**src/rtl/divu_hilo_if.sv**
```systemverilog
// divu_hilo_if: EX-stage divide request, HI/LO select and divider status bundle
interface divu_hilo_if #(parameter int WIDTH = 32);
  logic             Divu;
  logic [WIDTH-1:0] dividend;
  logic [WIDTH-1:0] divisor;
  logic [1:0]       sel;
  logic [WIDTH-1:0] hilo_out;
  logic             busy;
  logic             stall;
  logic             done;
  modport master (output Divu, dividend, divisor, sel, input hilo_out, busy, stall, done);
  modport slave  (input Divu, dividend, divisor, sel, output hilo_out, busy, stall, done);
endinterface

```
**src/rtl/divu_hilo.sv**
```systemverilog
// divu_hilo: restoring unsigned divider (one quotient bit per cycle) owning the HI/LO registers
module divu_hilo #(
  parameter int WIDTH = 32,
  parameter int CW    = 6
) (
  input  logic        clk,
  input  logic        rst_n,
  divu_hilo_if.slave  bus
);
  typedef enum logic {IDLE, BUSY} state_t;
  state_t           state, state_nxt;
  logic [WIDTH-1:0] hi, lo, rem, quo, dvs;
  logic [WIDTH-1:0] rem_nxt, quo_nxt;
  logic [CW-1:0]    count;
  logic             done_r;
  logic [WIDTH:0]   shifted, trial;
  logic             last;
  assign shifted = {rem, quo[WIDTH-1]};
  assign trial   = shifted - {1'b0, dvs};
  assign rem_nxt = trial[WIDTH] ? shifted[WIDTH-1:0] : trial[WIDTH-1:0];
  assign quo_nxt = {quo[WIDTH-2:0], ~trial[WIDTH]};
  assign last    = count == CW'(WIDTH - 1);
  // state register
  always_ff @(posedge clk or negedge rst_n)
    if (!rst_n) state <= IDLE;
    else        state <= state_nxt;
  // accept a start only when idle; leave after the final iteration
  always_comb begin
    state_nxt = state;
    state_nxt = (state == IDLE) ? (bus.Divu ? BUSY : IDLE) : (last ? IDLE : BUSY);
  end
  // divider datapath and HI/LO commit on the last iteration
  always_ff @(posedge clk or negedge rst_n)
    if (!rst_n) begin
      hi     <= '0;
      lo     <= '0;
      rem    <= '0;
      quo    <= '0;
      dvs    <= '0;
      count  <= '0;
      done_r <= 1'b0;
    end else begin
      done_r <= (state == BUSY) && last;
      if (state == IDLE && bus.Divu) begin
        quo   <= bus.dividend;
        dvs   <= bus.divisor;
        rem   <= '0;
        count <= '0;
      end else if (state == BUSY) begin
        rem   <= rem_nxt;
        quo   <= quo_nxt;
        count <= count + 1'b1;
        if (last) begin
          hi <= rem_nxt;
          lo <= quo_nxt;
        end
      end
    end
  assign bus.busy     = state == BUSY;
  assign bus.done     = done_r;
  assign bus.stall    = bus.busy & (bus.Divu | bus.sel[1]);
  assign bus.hilo_out = (bus.sel == 2'b10) ? hi : (bus.sel == 2'b11) ? lo : '0;
endmodule

```
**src/flat_wrapper.sv**
```systemverilog
// flat-port wrapper written by rule: the top's interface ports become plain ports
module divu_hilo_flat 
#(
  parameter int WIDTH = 32,
  parameter int CW    = 6
)
  (clk, rst_n, bus_Divu, bus_dividend, bus_divisor, bus_sel, bus_hilo_out, bus_busy, bus_stall, bus_done);
  divu_hilo_if #(.WIDTH(WIDTH)) bus_i ();
  input  logic clk;
  input  logic rst_n;
  input wire logic [$bits(bus_i.Divu)-1:0] bus_Divu;
  input wire logic [$bits(bus_i.dividend)-1:0] bus_dividend;
  input wire logic [$bits(bus_i.divisor)-1:0] bus_divisor;
  input wire logic [$bits(bus_i.sel)-1:0] bus_sel;
  output wire logic [$bits(bus_i.hilo_out)-1:0] bus_hilo_out;
  output wire logic [$bits(bus_i.busy)-1:0] bus_busy;
  output wire logic [$bits(bus_i.stall)-1:0] bus_stall;
  output wire logic [$bits(bus_i.done)-1:0] bus_done;
  assign bus_i.Divu = bus_Divu;
  assign bus_i.dividend = bus_dividend;
  assign bus_i.divisor = bus_divisor;
  assign bus_i.sel = bus_sel;
  assign bus_hilo_out = bus_i.hilo_out;
  assign bus_busy = bus_i.busy;
  assign bus_stall = bus_i.stall;
  assign bus_done = bus_i.done;
  divu_hilo #(.WIDTH(WIDTH), .CW(CW)) u_core (.clk(clk), .rst_n(rst_n), .bus(bus_i));
endmodule
```
**config.mk**
```make
export PLATFORM = sky130hd
export DESIGN_NAME = divu_hilo_flat
export DESIGN_NICKNAME = d
export VERILOG_FILES = /design/src/rtl/divu_hilo_if.sv /design/src/rtl/divu_hilo.sv /design/src/flat_wrapper.sv
export SDC_FILE = /design/constraint.sdc
export NUM_CORES = 1
export LEC_CHECK = 0
export BUFFER_PORTS_ARGS = -buffer_cell sky130_fd_sc_hd__buf_2
export CORE_MARGIN = 3
export CORE_UTILIZATION = 54
export DETAILED_ROUTE_END_ITERATION = 16
export PLACE_DENSITY = 0.73
export SLEW_MARGIN = 0
export SYNTH_ARGS = -nofsm -noshare
export SYNTH_HDL_FRONTEND = slang
export SYNTH_SLANG_ARGS = --single-unit
export TNS_END_PERCENT = 1
```
**constraint.sdc**
```tcl
create_clock -name clk -period 2.9 [get_ports clk]
set_clock_uncertainty 0.15 [all_clocks]
set_input_delay 0.29 -clock clk [delete_from_list [all_inputs] [get_ports clk]]
set_output_delay 0.29 -clock clk [all_outputs]
set_load 0.1 [all_outputs]
```
-- Word level (Yosys, flattened, before mapping)
Index checks and enable logic that the tools add are counted.
W data, S select, Z words.
- bits of input ports: 69
- word-level logic and storage cells: 34
- flip-flop bits (word level): 168
- output and inout port bits: 35
- bitwise operators: 5
- equal/unequal tests: 3
- add/sub/neg operators: 2
- mux-type cells: 12
- reductions and logical operators: 4
- operators by type and width (cell ; number):
    $mux W32 ; 7
    $sub A33 B32 Y33 ; 1
    $mux W6 ; 2
    $add A6 B1 Y6 const B ; 1
    $eq A6 B5 Y1 const B ; 1
    $eq A2 B2 Y1 const B ; 2
    $mux W1 ; 3
    $not A1 Y1 ; 3
    $reduce_and A3 Y1 ; 1
    $logic_and A1 B1 Y1 ; 2
    $reduce_bool A2 Y1 ; 1
    $and A1 B1 Y1 ; 1
    $or A1 B1 Y1 ; 1

-- Depth between registers and ports, before layout
- depth in word-level cells: 4
- depth in mapped cells: 14
- gate-level depth less buffers: 12

-- Worst setup path after synthesis
Ideal clock, no wire load.
- path type: register to output
- from: reg u_core.state, in the netlist u_core.bus.busy
- to: out bus_stall
- path buffers: 3
- data required time: 2460 ps
- path slack: -501 ps
- cell stages (with the launch flop): 6
- arrival time: 2961 ps
- cells stage by stage: dfrtp_1 clkbuf_1 inv_1 clkbuf_1 clkbuf_1 nor2_1
- longest elaborated chain between the ends: 1
- RTL lines (item ; RTL line ; RTL):
    start: declaration ; divu_hilo.sv:11 ; state_t state, state_nxt;
    start signal: assignment ; divu_hilo.sv:26 ; else state <= state_nxt;
    $and A1 B1 Y1 ; divu_hilo.sv:61 ; assign bus.stall = bus.busy & (bus.Divu | bus.sel[1]);
    end: declaration ; flat_wrapper.sv:17 ; output wire logic [$bits(bus_i.stall)-1:0] bus_stall;
Every way passes these cells.

-- Final worst setup path
- from: reg u_core.dvs[25]
- to: reg u_core.rem[3]
- longest elaborated chain between the ends: 4
- RTL lines (item ; RTL line ; RTL):
    start: declaration ; divu_hilo.sv:12 ; logic [WIDTH-1:0] hi, lo, rem, quo, dvs;
    start signal: assignment ; divu_hilo.sv:46 ; dvs <= bus.divisor;
    $sub A33 B32 Y33 ; divu_hilo.sv:19 ; assign trial = shifted - {1'b0, dvs};
    $mux W32 ; divu_hilo.sv:20 ; assign rem_nxt = trial[WIDTH] ? shifted[WIDTH-1:0] : trial[WIDTH-1:0];
    $mux W32 ; divu_hilo.sv:49 ; end else if (state == BUSY) begin
    $mux W32 ; divu_hilo.sv:44 ; if (state == IDLE && bus.Divu) begin
    end signal: assignment ; divu_hilo.sv:50 ; rem <= rem_nxt;
    end: declaration ; divu_hilo.sv:12 ;
Every way passes these cells. The select of a mux whose other input is x is not followed.
A chain may end at the register's enable or synchronous reset.

==> flow_metrics.py <==
metrics = {
    "cells_and_area": {
        "diodes": 0,
        "drive_gt1_share_pct": 30.2,
        "nFillCells": 1199,
        "final_nets": 1408,
        "postLayoutCoreUtil_pct": 74.7,
        "syn2layout_area_growth_pct": 34.4,
        "layout.cells.non_filler": 1537,
    },
    "synth": {
        "synthFlopType": "dfrtp_1",
        "synthMuxAreaShare_pct": 11.1,
        "synth-adder-area-share_pct": 4.65,
        "async_reset_ff_share_pct": 100,
        "synth_compound_area_share_pct": 14.9,
        "synth_area_sq_um": 9320,
        "synth-seq-cells": 168,
        "synth_nets": 1131,
        "syn_area_per_cell_sq_um": 9.06,
        "synth-edff-count": 0,
        "synthSimpleGateAreaFrac_pct": 16.5,
        "synth_area_leaders": "dfrtp_1 (45%), nand2_1 (9.6%), mux2i_1 (9.0%)",
        "syn_inst": 1028,
        "ys_seq_area_share_pct": 45.1,
        "synth_top_family_by_area": "simple AND/OR/NAND/NOR gates",
        "synth_xor_area_share_pct": 2.82,
        "netlist-cell-type-count": 57,
        "synth_top_cell_by_area": "dfrtp_1",
        "yosys_warnings": 0,
        "synth_top_cell_area_share_pct": 45.1,
    },
    "setup_path": {
        "max_stage_delay_ns": 0.42,
        "path_class": "reg2reg",
        "path_depth": 14,
        "critPathMaxFanout": 5,
        "r2r-start": "u_core.dvs[25]",
        "cp-start-kind": "flop",
        "path_cells": "inv_2 -> ha_4 -> a211oi_2 -> nor2_1 -> or4_4 -> a221o_1 -> a211o_1 -> a22oi_2 -> buf_12 -> buf_8 -> buf_12 -> mux2i_1 -> nor2_1 -> a31o_2",
        "rr_worst_depth": 14,
        "path_delay_family": "compound AO/OA/AOI/OAI gates",
        "cpMaxStageDelayCell": "or4_4",
        "crit_arrival_ns": 3.53,
        "required_ns": 3.07,
        "crit_buf_inv": 4,
        "r2r-end": "u_core.rem[3]",
        "critPathCaptureType": "flop",
        "reg2reg_slack_ns": -0.46,
    },
    "hold_path": {
        "min_to": "u_core.quo[27]",
        "min_path_type": "in2reg",
        "hp-start": "bus_dividend[27]",
        "hold_depth": 3,
    },
    "global_routing": {
        "grt_use_total_pct": 27.0,
        "grt_antenna_before_repair": 0,
        "grt_pass1_wl_um": 40100,
        "grt_pass1_vias": 8224,
        "grt_max_degree": 78,
        "grt_overflow_total": 0,
    },
    "outcome": {
        "status": "finished, violations left",
        "violations": "setup timing",
    },
    "drt": {
        "first_pass_iters": 5,
        "wire_per_inst_um": 16.2,
        "drcViolationCount": 0,
        "drtIter0Drc": 458,
        "vias": 8335,
        "via_per_inst": 5.42,
        "drt_wl_total_um": 25000,
        "ant_nets": 0,
    },
    "place": {
        "routabilityCongestion": 0.934,
        "hpwl_um": 17100,
        "portBuffers": 103,
        "placed_cells": 1461,
    },
    "timing": {
        "fin_crit_sh_pct": 116,
        "setup_viol": 65,
        "max_freq_mhz": 298,
        "tightest_slew_ns": 1.23,
        "hold_viol_final": 0,
        "setup_tns_ns": -23.14,
        "setup_ws_ns": -0.458,
        "maxSlewViolCount": 0,
        "rsz0062_at_grt": "yes",
        "whs_ns": 0.00233,
        "period_needed_ns": 3.36,
        "slew_headroom_pct": 17.8,
    },
    "floorplanning": {
        "die_y_um": 137,
        "row_count": 47,
        "initial_core_util_pct": 55.6,
        "coreArea_sq_um": 16800,
        "pin_count": 104,
        "die_w_um": 137,
        "die_area_sq_um": 18900,
    },
    "clock_network": {
        "root_buffer": "clkbuf_16",
        "cts.htree.levels": 4,
        "clk_pin_slew_ns": 0.07,
        "cts_buffers": 17,
        "ctsLongestPathBuffers": 2,
        "cts_num_sinks": 168,
        "cts_tree": "built",
        "clk_latency_ns": 0.43,
    },
    "job": {
        "cap_violations": 0,
    },
}
==> worst reg2reg max path, stage by stage (launching register included) <==
cell and delay (ns):
dfrtp_1 0.37, inv_2 0.08, ha_4 0.21, a211oi_2 0.17, nor2_1 0.09, or4_4 0.42
a221o_1 0.37, a211o_1 0.25, a22oi_2 0.25, buf_12 0.16, buf_8 0.13, buf_12 0.12
mux2i_1 0.23, nor2_1 0.06, a31o_2 0.20
==> synth_stat cells (all sizes together) (4+ instances only) <==
cell    number
o211ai       6
mux2        16
inv         43
a21o        15
buf         15
a211oi       5
nand3       11
nor2        45
nand4        6
xor2        14
nand2      238
a31oi        5
a21oi       45
ha          33
dfrtp      168
nor2b       34
nand2b       6
o21a         4
mux2i       84
xnor2       16
and3         8
o21ai      112
a31o        18
nor3         6
clkbuf      45
==> per-layer routing <==
metal	vias up	global-route usage (%)	part of all wire, %
met5	-	0	0
met4	0	7.54	2.1
met3	42	4.02	4.1
met2	215	47.4	51
met1	4021	34.8	43
li1	4057	-	-
==> sequential cells by signal, indices dropped and copies added (netlist names) <==
register,cells
u_core.bus.busy,1
u_core.bus.done,1
u_core.count,6
u_core.dvs,32
u_core.hi,32
u_core.lo,32
u_core.quo,32
u_core.rem,32
==> layout by cell type, fill, tap and decap left out, types with 35 or more instances in the layout <==
master and instances:
inv_1 39, o21ai_0 93, dfrtp_1 166, buf_4 169
buf_2 101, a21oi_1 41, dlygate4sd3_1 35, nand2_1 237
mux2i_1 68, nor2_1 43
==> layout make-up <==
type	count	area, sq um	area share (%)
sequential	168	4210	33.6
multi-input combinational	757	4920	39.3
inverter	43	161	1.29
tap	220	275	2.20
timing repair buffer	318	2350	18.8
clock inverter	13	161	1.29
clock buffer	18	439	3.51
==> what timing repair did <==
item                                    4_1_cts  5_1_grt
pin swaps                                    12        4
endpoints found under the setup margin       66       66
buffers inserted                              7        3
hold buffers                                 35        0
endpoints found under the hold margin        68        0
gates resized for setup                      44       30
==> stage by stage <==
stage	setup slack (ns)	cell area [sq um]
2_1_floorplan	-0.297	9320
3_3_place_gp	-0.476	11200
3_5_place_dp	-0.496	11200
4_1_cts	-0.443	12400
5_1_grt	-0.570	12500
6_report	-0.458	12500
==> worst max-delay path by stage <==
stage	start	slack, ns	endpoint
floorplan	u_core.rem[24]	-0.30	u_core.rem[6]
global placement	u_core.rem[24]	-0.48	u_core.rem[13]
detailed placement	u_core.rem[24]	-0.50	u_core.hi[28]
CTS	u_core.dvs[25]	-0.44	u_core.rem[5]
global route	u_core.dvs[25]	-0.57	u_core.rem[4]
finish	u_core.dvs[25]	-0.46	u_core.rem[3]
==> cell families (layout without fill, tap and decap cells) <==
logic type               after synthesis  in the layout
AO/OA/AOI/OAI                        231            231
XOR/XNOR                              30             30
adder cells (fa/ha/maj)               34             34
buffers and inverters                103            392
flip-flops                           168            168
multiplexers                         100            100
AND/OR/NAND/NOR                      362            362
Power is left out: the tool's default activity adds up to more than one toggle a clock period on the data nets, which glitch-free logic cannot reach.
